==> config.mk <==
export PLATFORM = sky130hd
export DESIGN_NAME = mem_access_unit
export DESIGN_NICKNAME = d
export VERILOG_FILES = /design/src/rtl/mem_pkg.sv /design/src/rtl/mem_meta_fifo.sv /design/src/rtl/mem_access_unit.sv
export SDC_FILE = /design/constraint.sdc
export NUM_CORES = 1
export LEC_CHECK = 0
export CAP_MARGIN = 30
export CELL_PAD_IN_SITES_DETAIL_PLACEMENT = 0
export CELL_PAD_IN_SITES_GLOBAL_PLACEMENT = 2
export CORE_MARGIN = 2
export CORE_UTILIZATION = 24
export CTS_BUF_LIST = sky130_fd_sc_hd__clkbuf_16
export DETAILED_ROUTE_END_ITERATION = 8
export PLACE_DENSITY = 0.83
export SETUP_SLACK_MARGIN = 0.2
export SYNTH_ARGS = -nofsm -noshare
export SYNTH_HDL_FRONTEND = slang
export SYNTH_SLANG_ARGS = --single-unit
==> constraint.sdc <==
create_clock -name aclk -period 2.5 [get_ports aclk]
set_clock_uncertainty 0.15 [all_clocks]
set_input_delay 0.5 -clock aclk [delete_from_list [all_inputs] [get_ports aclk]]
set_output_delay 0.5 -clock aclk [all_outputs]
set_load 0.05 [all_outputs]
==> src/rtl/mem_pkg.sv <==
// Shared definitions for the data-side memory access unit: size encodings,
// the in-flight metadata entry and the byte-lane helper functions.
package mem_pkg;

  localparam logic [1:0] MEM_B = 2'd0;
  localparam logic [1:0] MEM_H = 2'd1;
  localparam logic [1:0] MEM_W = 2'd2;

  // What WB needs to know about an access once its data_ok arrives.
  typedef struct packed {
    logic       wr;
    logic [1:0] size;
    logic       unsgn;
    logic [1:0] off;
    logic       cancel;
  } meta_t;

  // Size code 3 is illegal and behaves as a word access.
  function automatic logic [1:0] norm_size(input logic [1:0] size);
    logic [1:0] res;
    res = (size == 2'd3) ? MEM_W : size;
    return res;
  endfunction

  // Byte offset used for strobes and load shifting; half and word
  // accesses ignore the low address bits that would make them unaligned.
  function automatic logic [1:0] lane_off(input logic [1:0] size,
                                          input logic [1:0] addr_lo);
    logic [1:0] res;
    res = 2'b00;
    case (size)
      MEM_B:   res = addr_lo;
      MEM_H:   res = {addr_lo[1], 1'b0};
      default: res = 2'b00;
    endcase
    return res;
  endfunction

  // Half on an odd address, or word not on a 4-byte boundary.
  function automatic logic misaligned(input logic [1:0] size,
                                      input logic [1:0] addr_lo);
    logic res;
    res = 1'b0;
    case (size)
      MEM_B:   res = 1'b0;
      MEM_H:   res = addr_lo[0];
      default: res = (addr_lo != 2'b00);
    endcase
    return res;
  endfunction

  // Byte enables of a store for a given size and (aligned) offset.
  function automatic logic [3:0] lane_wstrb(input logic [1:0] size,
                                            input logic [1:0] off);
    logic [3:0] res;
    res = 4'b1111;
    case (size)
      MEM_B:   res = 4'b0001 << off;
      MEM_H:   res = off[1] ? 4'b1100 : 4'b0011;
      default: res = 4'b1111;
    endcase
    return res;
  endfunction

  // Replicate right-aligned store data across every lane it may land in.
  function automatic logic [31:0] lane_wdata(input logic [1:0]  size,
                                             input logic [31:0] data);
    logic [31:0] res;
    res = data;
    case (size)
      MEM_B:   res = {4{data[7:0]}};
      MEM_H:   res = {2{data[15:0]}};
      default: res = data;
    endcase
    return res;
  endfunction

  // Move the addressed lane down to bit 0 and sign/zero extend it.
  function automatic logic [31:0] load_extend(input logic [1:0]  size,
                                              input logic        unsgn,
                                              input logic [1:0]  off,
                                              input logic [31:0] rdata);
    logic [31:0] sh;
    logic [31:0] res;
    sh  = rdata >> {off, 3'b000};
    res = sh;
    case (size)
      MEM_B:   res = {{24{~unsgn & sh[7]}}, sh[7:0]};
      MEM_H:   res = {{16{~unsgn & sh[15]}}, sh[15:0]};
      default: res = sh;
    endcase
    return res;
  endfunction

endpackage

==> src/rtl/mem_meta_fifo.sv <==
// In-order metadata queue for in-flight accesses. One entry per accepted
// access; the head describes the access whose data_ok comes next. A
// broadcast cancel marks every live entry so its response is dropped.
module mem_meta_fifo
  import mem_pkg::*;
#(
  parameter int DEPTH = 2
) (
  input  logic                       aclk,
  input  logic                       aresetn,
  input  logic                       push,
  input  meta_t                      push_data,
  input  logic                       pop,
  input  logic                       cancel_all,
  output meta_t                      head,
  output logic [$clog2(DEPTH+1)-1:0] count
);

  localparam int PW = (DEPTH > 1) ? $clog2(DEPTH) : 1;

  meta_t            mem [DEPTH];
  logic [DEPTH-1:0] valid;
  logic [PW-1:0]    wr_ptr;
  logic [PW-1:0]    rd_ptr;

  assign head = mem[rd_ptr];

  // Entry storage: cancel marks live slots, pop frees the head, push fills the tail.
  always_ff @(posedge aclk) begin
    if (!aresetn) begin
      valid <= '0;
      for (int i = 0; i < DEPTH; i++) begin
        mem[i] <= '0;
      end
    end else begin
      for (int i = 0; i < DEPTH; i++) begin
        if (cancel_all && valid[i]) begin
          mem[i].cancel <= 1'b1;
        end
        if (pop && (rd_ptr == PW'(i))) begin
          valid[i] <= 1'b0;
        end
        if (push && (wr_ptr == PW'(i))) begin
          mem[i]   <= push_data;
          valid[i] <= 1'b1;
        end
      end
    end
  end

  // Pointers and occupancy; DEPTH is a power of two so the pointers wrap naturally.
  always_ff @(posedge aclk) begin
    if (!aresetn) begin
      wr_ptr <= '0;
      rd_ptr <= '0;
      count  <= '0;
    end else begin
      if (push) begin
        wr_ptr <= wr_ptr + 1'b1;
      end
      if (pop) begin
        rd_ptr <= rd_ptr + 1'b1;
      end
      if (push && !pop) begin
        count <= count + 1'b1;
      end else if (!push && pop) begin
        count <= count - 1'b1;
      end
    end
  end

endmodule

==> src/rtl/mem_access_unit.sv <==
// Data-side memory access unit between EX/WB and the SRAM-like data channel.
// Accepts loads/stores from EX, holds each request stable until addr_ok,
// tracks up to DEPTH accesses in order and returns extended load data to WB.
// Optional feature macro: MEM_ALIGN_CHECK_EN (misaligned half/word ops raise
// ale instead of issuing a request).
module mem_access_unit
  import mem_pkg::*;
#(
  parameter int DEPTH = 2
) (
  input  logic        aclk,
  input  logic        aresetn,
  input  logic        ex_valid,
  output logic        ex_ready,
  input  logic        ex_wr,
  input  logic [1:0]  ex_size,
  input  logic        ex_unsigned,
  input  logic [31:0] ex_addr,
  input  logic [31:0] ex_wdata,
  input  logic        flush,
  output logic        data_sram_req,
  output logic        data_sram_wr,
  output logic [2:0]  data_sram_size,
  output logic [3:0]  data_sram_wstrb,
  output logic [31:0] data_sram_addr,
  output logic [31:0] data_sram_wdata,
  input  logic        data_sram_addr_ok,
  input  logic        data_sram_data_ok,
  input  logic [31:0] data_sram_rdata,
  output logic        wb_valid,
  output logic        wb_is_store,
  output logic [31:0] wb_rdata,
  output logic        ale,
  output logic [31:0] ale_badv
);

  localparam int CW = $clog2(DEPTH + 1);

  logic          req_r;
  logic          wr_r;
  logic [1:0]    size_r;
  logic [3:0]    wstrb_r;
  logic [31:0]   addr_r;
  logic [31:0]   wdata_r;

  logic [CW-1:0] inflight;
  meta_t         head;
  meta_t         push_meta;

  logic          data_ok_v;
  logic          room;
  logic          accept;
  logic          mis;
  logic          issue;
  logic          fire;
  logic [1:0]    size_n;
  logic [1:0]    off_n;

  // A data_ok with nothing in flight is a bridge protocol error and is ignored.
  assign data_ok_v = data_sram_data_ok && (inflight != '0);

  // A slot is free now, or one is being released by this cycle's response.
  assign room      = (inflight < CW'(DEPTH)) || data_ok_v;

  // The request register can take a new op when empty or when it is handed
  // over this cycle; a flush blocks acceptance for its own cycle.
  assign ex_ready  = !flush && (!req_r || data_sram_addr_ok) && room;
  assign accept    = ex_valid && ex_ready;

  assign size_n    = norm_size(ex_size);
  assign off_n     = lane_off(size_n, ex_addr[1:0]);

`ifdef MEM_ALIGN_CHECK_EN
  assign mis       = misaligned(size_n, ex_addr[1:0]);
`else
  assign mis       = 1'b0;
`endif

  // Misaligned ops are consumed from EX but never reach the bridge.
  assign issue     = accept && !mis;

  assign push_meta = '{wr: ex_wr, size: size_n, unsgn: ex_unsigned, off: off_n, cancel: 1'b0};

  // Request register: load on issue, otherwise drop once the bridge takes it.
  always_ff @(posedge aclk) begin
    if (!aresetn) begin
      req_r   <= 1'b0;
      wr_r    <= 1'b0;
      size_r  <= 2'b00;
      wstrb_r <= 4'b0000;
      addr_r  <= '0;
      wdata_r <= '0;
    end else if (issue) begin
      req_r   <= 1'b1;
      wr_r    <= ex_wr;
      size_r  <= size_n;
      wstrb_r <= ex_wr ? lane_wstrb(size_n, off_n) : 4'b0000;
      addr_r  <= ex_addr;
      wdata_r <= lane_wdata(size_n, ex_wdata);
    end else if (data_sram_addr_ok) begin
      req_r   <= 1'b0;
    end
  end

  assign data_sram_req   = req_r;
  assign data_sram_wr    = wr_r;
  assign data_sram_size  = {1'b0, size_r};
  assign data_sram_wstrb = wstrb_r;
  assign data_sram_addr  = addr_r;
  assign data_sram_wdata = wdata_r;

  // The entry is pushed at accept time, so a flush also cancels a request
  // that is still waiting for addr_ok.
  mem_meta_fifo #(
    .DEPTH      (DEPTH)
  ) u_meta_fifo (
    .aclk       (aclk),
    .aresetn    (aresetn),
    .push       (issue),
    .push_data  (push_meta),
    .pop        (data_ok_v),
    .cancel_all (flush),
    .head       (head),
    .count      (inflight)
  );

  // A response arriving in the same cycle as a flush belongs to a flushed
  // access and is dropped like any other cancelled one.
  assign fire = data_ok_v && !head.cancel && !flush;

  // Registered one-cycle WB result.
  always_ff @(posedge aclk) begin
    if (!aresetn) begin
      wb_valid    <= 1'b0;
      wb_is_store <= 1'b0;
      wb_rdata    <= '0;
    end else begin
      wb_valid    <= fire;
      wb_is_store <= fire && head.wr;
      wb_rdata    <= (fire && !head.wr)
                     ? load_extend(head.size, head.unsgn, head.off, data_sram_rdata)
                     : '0;
    end
  end

`ifdef MEM_ALIGN_CHECK_EN
  // Misalignment exception pulse, one cycle after the op is consumed.
  always_ff @(posedge aclk) begin
    if (!aresetn) begin
      ale      <= 1'b0;
      ale_badv <= '0;
    end else begin
      ale      <= accept && mis;
      ale_badv <= (accept && mis) ? ex_addr : '0;
    end
  end
`else
  assign ale      = 1'b0;
  assign ale_badv = '0;
`endif

endmodule
Yosys cells after proc, flatten, opt, wreduce, memory -nomap -nowiden
Memory sizes are Yosys's and may differ from the RTL's. A register that Yosys moved wholly into a read port is not among the register bits.
Index checks and enable logic that the tools add are counted.
{ "classes": {"n_addsub": 4, "n_mul": 0, "div_mod_pow": 0, "magnitude_cmp": 1, "eq_ne": 3, "shift": 2, "n_mux": 36, "bitwise": 11, "n_reduce_logical": 32} }
{ "op_table": {"columns": ["cell", "count"], "rows": [
  ["$pmux W32 S2", 2],
  ["$shr A32 B5 Y32", 1],
  ["$mux W1", 25],
  ["$logic_and A1 B1 Y1", 16],
  ["$mux W6", 2],
  ["$reduce_bool A2 Y1", 5],
  ["$mux W4", 2],
  ["$pmux W4 S2", 1],
  ["$logic_not A1 Y1", 6],
  ["$mux W2", 3],
  ["$or A1 B1 Y1", 6],
  ["$eq A2 B1 Y1 const B", 2],
  ["$logic_not A2 Y1", 2],
  ["$pmux W2 S2", 1],
  ["$shl A1 B2 Y4 const A", 1],
  ["$not A1 Y1", 3],
  ["$add A1 B1 Y1 const B", 2],
  ["$add A2 B1 Y2 const B", 1],
  ["$and A1 B1 Y1", 2],
  ["$eq A2 B2 Y1 const B", 1],
  ["$logic_or A1 B1 Y1", 2],
  ["$lt A2 B2 Y1 const B", 1],
  ["$reduce_and A2 Y1", 1],
  ["$sub A2 B1 Y2 const B", 1]
]} }
{ "word_totals": {"reg_bits": 112, "latchBits": 0, "ram_bits": 14, "mem_bits_ro": 0, "wordCells": 104, "n_memories": 1} }
{ "memory_table": {"columns": ["name", "depth", "width", "read_ports", "rd_clocked_by_memory_dff", "write_ports", "line_no", "source"], "rows": [
  ["u_meta_fifo.mem", 2, 7, 1, 1, 2, "mem_meta_fifo.sv:21", "meta_t mem [DEPTH];"]
]} }

Longest topological paths before layout
{ "depth": {"ltp_word": 10, "depth_mapped": 9} }

Modules after synthesis
Synthesis repeated with hierarchy kept, for this count alone.
{ "unflattened": {"hier_cells": 635, "hier_area_um2": 5725.5} }
{ "modules_own_cells": {"columns": ["mod", "n_inst", "cells_per_inst", "area_each_um2"], "rows": [
  ["mem_access_unit", 1, 559, 4785.8],
  ["mem_meta_fifo", 1, 76, 939.7]
]} }

Least setup slack after synthesis
Ideal clock, no wire load.
{ "synth_path": {"path_kind": "register -> register", "start": "register req_r, in the netlist data_sram_req", "end": "register u_meta_fifo.count[1]", "arrival_time_ns": 2.231, "required_ns": 2.274, "setup_slack_ns": 0.043, "path_stages_with_launch": 9, "period_less_slack_ns": 2.457, "cell_sequence": "dfxtp_1 nand2b_1 nand4b_1 inv_2 buf_2 buf_2 ha_1 or3_1 a21boi_0"} }
{ "synth_via": {"elab_chain_cells": 8, "word_cells_on_any_way": 10} }
{ "synth_rtl": {"columns": ["item", "line_no", "source"], "rows": [
  ["start, declared", "mem_access_unit.sv:39", "logic req_r;"],
  ["start signal, assigned", "mem_access_unit.sv:87", "req_r <= 1'b0;"],
  ["start signal, assigned", "mem_access_unit.sv:94", "req_r <= 1'b1;"],
  ["start signal, assigned", "mem_access_unit.sv:101", "req_r <= 1'b0;"],
  ["$logic_not A1 Y1 *", "mem_access_unit.sv:67", "assign ex_ready = !flush && (!req_r || data_sram_addr_ok) && room;"],
  ["$logic_or A1 B1 Y1 *", "mem_access_unit.sv:67", null],
  ["$logic_and A1 B1 Y1 * (2 in series)", "mem_access_unit.sv:67", null],
  ["$logic_and A1 B1 Y1 *", "mem_access_unit.sv:68", "assign accept = ex_valid && ex_ready;"],
  ["named net accept", "mem_access_unit.sv:52", "logic accept;"],
  ["$logic_not A1 Y1", "mem_meta_fifo.sv:66", "end else if (!push && pop) begin"],
  ["$logic_and A1 B1 Y1", "mem_meta_fifo.sv:66", null],
  ["$reduce_bool A2 Y1 (no source line)", null, null],
  ["end signal, assigned", "mem_meta_fifo.sv:65", "count <= count + 1'b1;"],
  ["end signal, assigned", "mem_meta_fifo.sv:67", "count <= count - 1'b1;"],
  ["end, declared", "mem_meta_fifo.sv:16", "output logic [$clog2(DEPTH+1)-1:0] count"]
]} }
Mark *: on every way through the listed nets, which the timed path passes. The rest lies on a longest branch.
A chain may end at the register's enable or synchronous reset.

Worst setup path after layout
{ "layout_path": {"start": "register wstrb_r[1], in the netlist data_sram_wstrb[1]", "end": "output port data_sram_wstrb[1]"} }
{ "layout_rtl": {"columns": ["item", "line_no", "source"], "rows": [
  ["start, declared", "mem_access_unit.sv:42", "logic [3:0] wstrb_r;"],
  ["start signal, assigned", "mem_access_unit.sv:97", "wstrb_r <= ex_wr ? lane_wstrb(size_n, off_n) : 4'b0000;"],
  ["end, declared", "mem_access_unit.sv:24", "output logic [3:0] data_sram_wstrb,"]
]} }
No word-level cell between the ends.

==> reports/results.txt <==
The run gives 1248 as the number of standard cells in the layout, taps in and fillers out. The die covers 26100 sq um. The mapped netlist covers 5970 sq um. Dividing the detail-routed via count by the number of cells gives 4.29.

The synthesized netlist cell count is 688, and the layout overhead on the synthesized area is 53.3%. The number of hold-slack violations in the final timing report was 0; the total core area was 24400 sq um. The max-cap violation count is 0. The worst hold path begins at aresetn.

The filler cells instantiated in the layout total 2538. The setup path with the least slack is of type reg -> out. Summing the sequential cell areas from Yosys gives 44.8% of the chip area. Summing all multi-input logic gate instances after layout gives 2940 sq um. The clock net sink count came out at 127. Measured in cells, the most critical reg-to-reg path has a length of 7.

The most common cell in the synthesized netlist is sky130_fd_sc_hd__nand2_1. The count of hold buffers inserted by post-cts repair was 0. TritonCTS built the clock tree.

For this run, the leading register cell type out of synthesis is sky130_fd_sc_hd__dfxtp_1. The run gives 206 as the number of design-rule violations left by the first detailed-router iteration. Setup repair after global routing left no endpoint under its margin. The post-synthesis async set-or-reset flop share is 0%, and the power per cell area is 770 nW/um^2. Summed over all failing endpoints, the final setup total negative slack is 0 ps.

Counting instances, the worst hold path has a depth of 2. In the final layout, flip-flops and latches occupy 2670 sq um. The register bit total from synthesis works out to 127. For this run the aggregate overflow at the end of global routing stands at 0. The logs give 1213 for the cell count after placement and 0 for the number of remaining DRC errors.

The count of buffering cells on the critical path with inverters included works out to 1. The worst slew margin relative to its limit is 56.5%, and the highest net fanout along the worst path is 2. The via count of the first global-routing pass came out at 5175. Global routing used 14.5% of the available tracks across all layers. Summing internal, switching and leakage power gives 0.00704 W.

The flow ran to the end, and the final reports show no timing, DRC or antenna violations. During I/O placement, the number of pins put on the boundary was 247. The path with the worst hold slack has its endpoint at data_sram_addr[29]. The critical path startpoint category was a register. The largest single stage delay on the critical path is 850 ps. The number of antenna violations at the first check in global routing was 0. The required time of the critical path is 1850 ps. After floorplanning, the core was divided into 57 placement rows.

For this configuration, the core starts out at a cell density of 24.5%. The number of nets in the finished design was 1020. The number of clock buffers added by TritonCTS is 17.

The count of buffers added on input and output ports is 212. During synthesis, Yosys emitted a total of 0 warnings. Largest area contributor in the synthesized netlist: sky130_fd_sc_hd__dfxtp_1.

In this run the register-to-register setup slack is 390 ps. After layout, the worst path uses 89.7% of the clock period. For this block, the routed nets add up to 18.9 mm of wire. The worst setup slack before clock tree synthesis is -55.5 ps. The critical path goes through clkdlybuf4s50_1. The routed wirelength normalized by instance count was 15.2 um. The run gives 0 as the count of pins over their slew limit. In this design, the largest share of critical-path delay is due to buffers and inverters. Ranked by instance count, the synthesized netlist is headed by 173 x sky130_fd_sc_hd__nand2_1, 114 x sky130_fd_sc_hd__dfxtp_1, 54 x sky130_fd_sc_hd__a21boi_0. Cells with a size suffix above 1 make up 10.1% of the layout.

The share of Yosys cell area claimed by the top area cell type was 38.3%; the count of cell types in the netlist was 51. After legalization and detailed placement, the total HPWL measured 13.7 mm. From bottom edge to top edge, the die measures 162 um.

The final-report setup violation count was 0; the remaining antenna violation count after routing was 0. In this run the mean area of a mapped cell was 8.67 sq um. The tree is rooted in a sky130_fd_sc_hd__clkbuf_16.

For the global-route wire length before repair, the log shows 29.4 mm. The data arrival time of the critical path was 1590 ps. After routing the design area is 9140 sq um.

Cell area after placement: 8480 sq um. The number of search-and-repair iterations in the first detailed-routing pass was 4. Type of destination of the critical path: an output port.

The maximum number of pins on one net before global-route repair came out at 79. IR analysis of the VDD net gives a maximum drop of 396 uV. At the end of routability-driven placement, the weighted congestion stood at 0.797. Based on the critical path, the design can be clocked at up to 0.446 GHz. The die is 162 um wide.

The final antenna diode count was 0. Static power due to leakage: 3.95 nW. The minimum clock period after layout works out to 2240 ps. The final route contains 5357 vias. After synthesis, the cell types taking the most area are sky130_fd_sc_hd__dfxtp_1 38%, sky130_fd_sc_hd__nand2_1 11%, sky130_fd_sc_hd__a21boi_0 6.8%. The path class of the tightest hold or removal check is in -> reg. Number of synthesized flops with an enable pin: 13. The slowest cell on the critical path is sky130_fd_sc_hd__clkdlybuf4s50_1.

The clock tree buffer depth was 2. The clock latency reported for the late side of the worst-skew pair was 420 ps; the number of H-tree levels was 4. The register clock-pin slew on the reported worst setup and hold paths was 70 ps.

The endpoint identified for the worst register-to-register timing path is wb_rdata[10]. Worst-case setup margin in the final layout: 257 ps. At the pin with the least slew margin, the transition time is 653 ps.
routing by layer:
metal / up-vias / wire length (um) / track usage, %
met1: 2432 / 8510 / 19.1
met2: 198 / 8470 / 22.0
met5: - / 0 / 0
met3: 9 / 1830 / 6.46
met4: 0 / 107 / 3.14
li1: 2718 / - / -
through the flow:
| step | hold slack [ps] | util (%) |
|---|---|---|
| 2_1_floorplan | 299 | - |
| 3_3_place_gp | 300 | 34.8 |
| 3_5_place_dp | 309 | 34.8 |
| 4_1_cts | 275 | 37.2 |
| 5_1_grt | 276 | 37.5 |
| 6_report | 295 | 37.5 |
how the worst max path moves through the flow:
stage / from / endpoint / slack (ps) / cells after the start
after detailed placement: data_sram_addr_ok / data_sram_wdata[17] / -60 / 8
final: data_sram_wstrb[1] / data_sram_wstrb[1] / 260 / 1
after global placement: data_sram_addr_ok / data_sram_wdata[22] / 20 / 8
after floorplan: data_sram_addr_ok / u_meta_fifo.count[1] / 240 / 8
after global routing: data_sram_wdata[8] / data_sram_wdata[8] / 200 / 1
after CTS: data_sram_req / data_sram_req / 210 / 1
where the power goes:
| part | internal, W | switching (W) |
|---|---|---|
| Sequential | 0.00221 | 0.0000969 |
| Combinational | 0.000887 | 0.00135 |
| Clock | 0.00139 | 0.00111 |
cells in the final DEF (no fill, tap or decap), types with 3 or more instances in the layout:
| cell | count |
|---|---|
| sky130_fd_sc_hd__a21boi_0 | 54 |
| sky130_fd_sc_hd__inv_1 | 3 |
| sky130_fd_sc_hd__o2bb2ai_1 | 7 |
| sky130_fd_sc_hd__buf_12 | 6 |
| sky130_fd_sc_hd__clkdlybuf4s50_1 | 191 |
| sky130_fd_sc_hd__buf_4 | 33 |
| sky130_fd_sc_hd__and2_1 | 9 |
| sky130_fd_sc_hd__nand2_1 | 173 |
| sky130_fd_sc_hd__inv_8 | 5 |
| sky130_fd_sc_hd__clkbuf_16 | 18 |
| sky130_fd_sc_hd__inv_6 | 6 |
| sky130_fd_sc_hd__edfxtp_1 | 13 |
| sky130_fd_sc_hd__nand3_1 | 9 |
| sky130_fd_sc_hd__dfxtp_1 | 113 |
| sky130_fd_sc_hd__mux2i_1 | 33 |
| sky130_fd_sc_hd__and3_1 | 9 |
| sky130_fd_sc_hd__nor2b_1 | 10 |
| sky130_fd_sc_hd__o211a_1 | 17 |
| sky130_fd_sc_hd__conb_1 | 34 |
| sky130_fd_sc_hd__o21ai_1 | 9 |
| sky130_fd_sc_hd__nand2b_1 | 6 |
| sky130_fd_sc_hd__or2_2 | 7 |
| sky130_fd_sc_hd__nor2_1 | 20 |
| sky130_fd_sc_hd__dlymetal6s2s_1 | 19 |
| sky130_fd_sc_hd__nor3_1 | 3 |
| sky130_fd_sc_hd__a21oi_1 | 53 |
| sky130_fd_sc_hd__o21ai_0 | 28 |
sequential cells by signal, summed over array words and instances, names as in the netlist, named ones only:
signal / cells
data_sram_wdata: 32
u_meta_fifo.wr_ptr: 1
data_sram_wr: 1
data_sram_addr: 32
data_sram_wstrb: 4
u_meta_fifo.count: 2
wb_rdata: 32
u_meta_fifo.mem: 14
data_sram_req: 1
wb_is_store: 1
size_r: 2
u_meta_fifo.rd_ptr: 1
wb_valid: 1
u_meta_fifo.valid: 2
cell families after synthesis:
kind of cell,synth area share (%)
simple gates,18.9
xor+xnor,0.441
other cells,0.0629
fa+ha+maj,0.629
compound gates,20.2
buf+inv,8.24
flops,44.8
mux,6.73
area by class of cell:
type | instances | area share (%)
Sequential cell | 127 | 29.2
Clock buffer | 18 | 4.93
Tap cell | 324 | 4.43
Inverter | 4 | 0.164
Multi-Input combinational cell | 511 | 32.1
Clock inverter | 14 | 1.51
Timing Repair Buffer | 250 | 27.6
repair_timing:
| action | CTS | global route |
|---|---|---|
| setup buffers | 0 | 3 |
| setup endpoints to repair | 0 | 20 |
| gates resized for setup | 0 | 19 |
No activity file was read; power rests on OpenSTA's default activity.
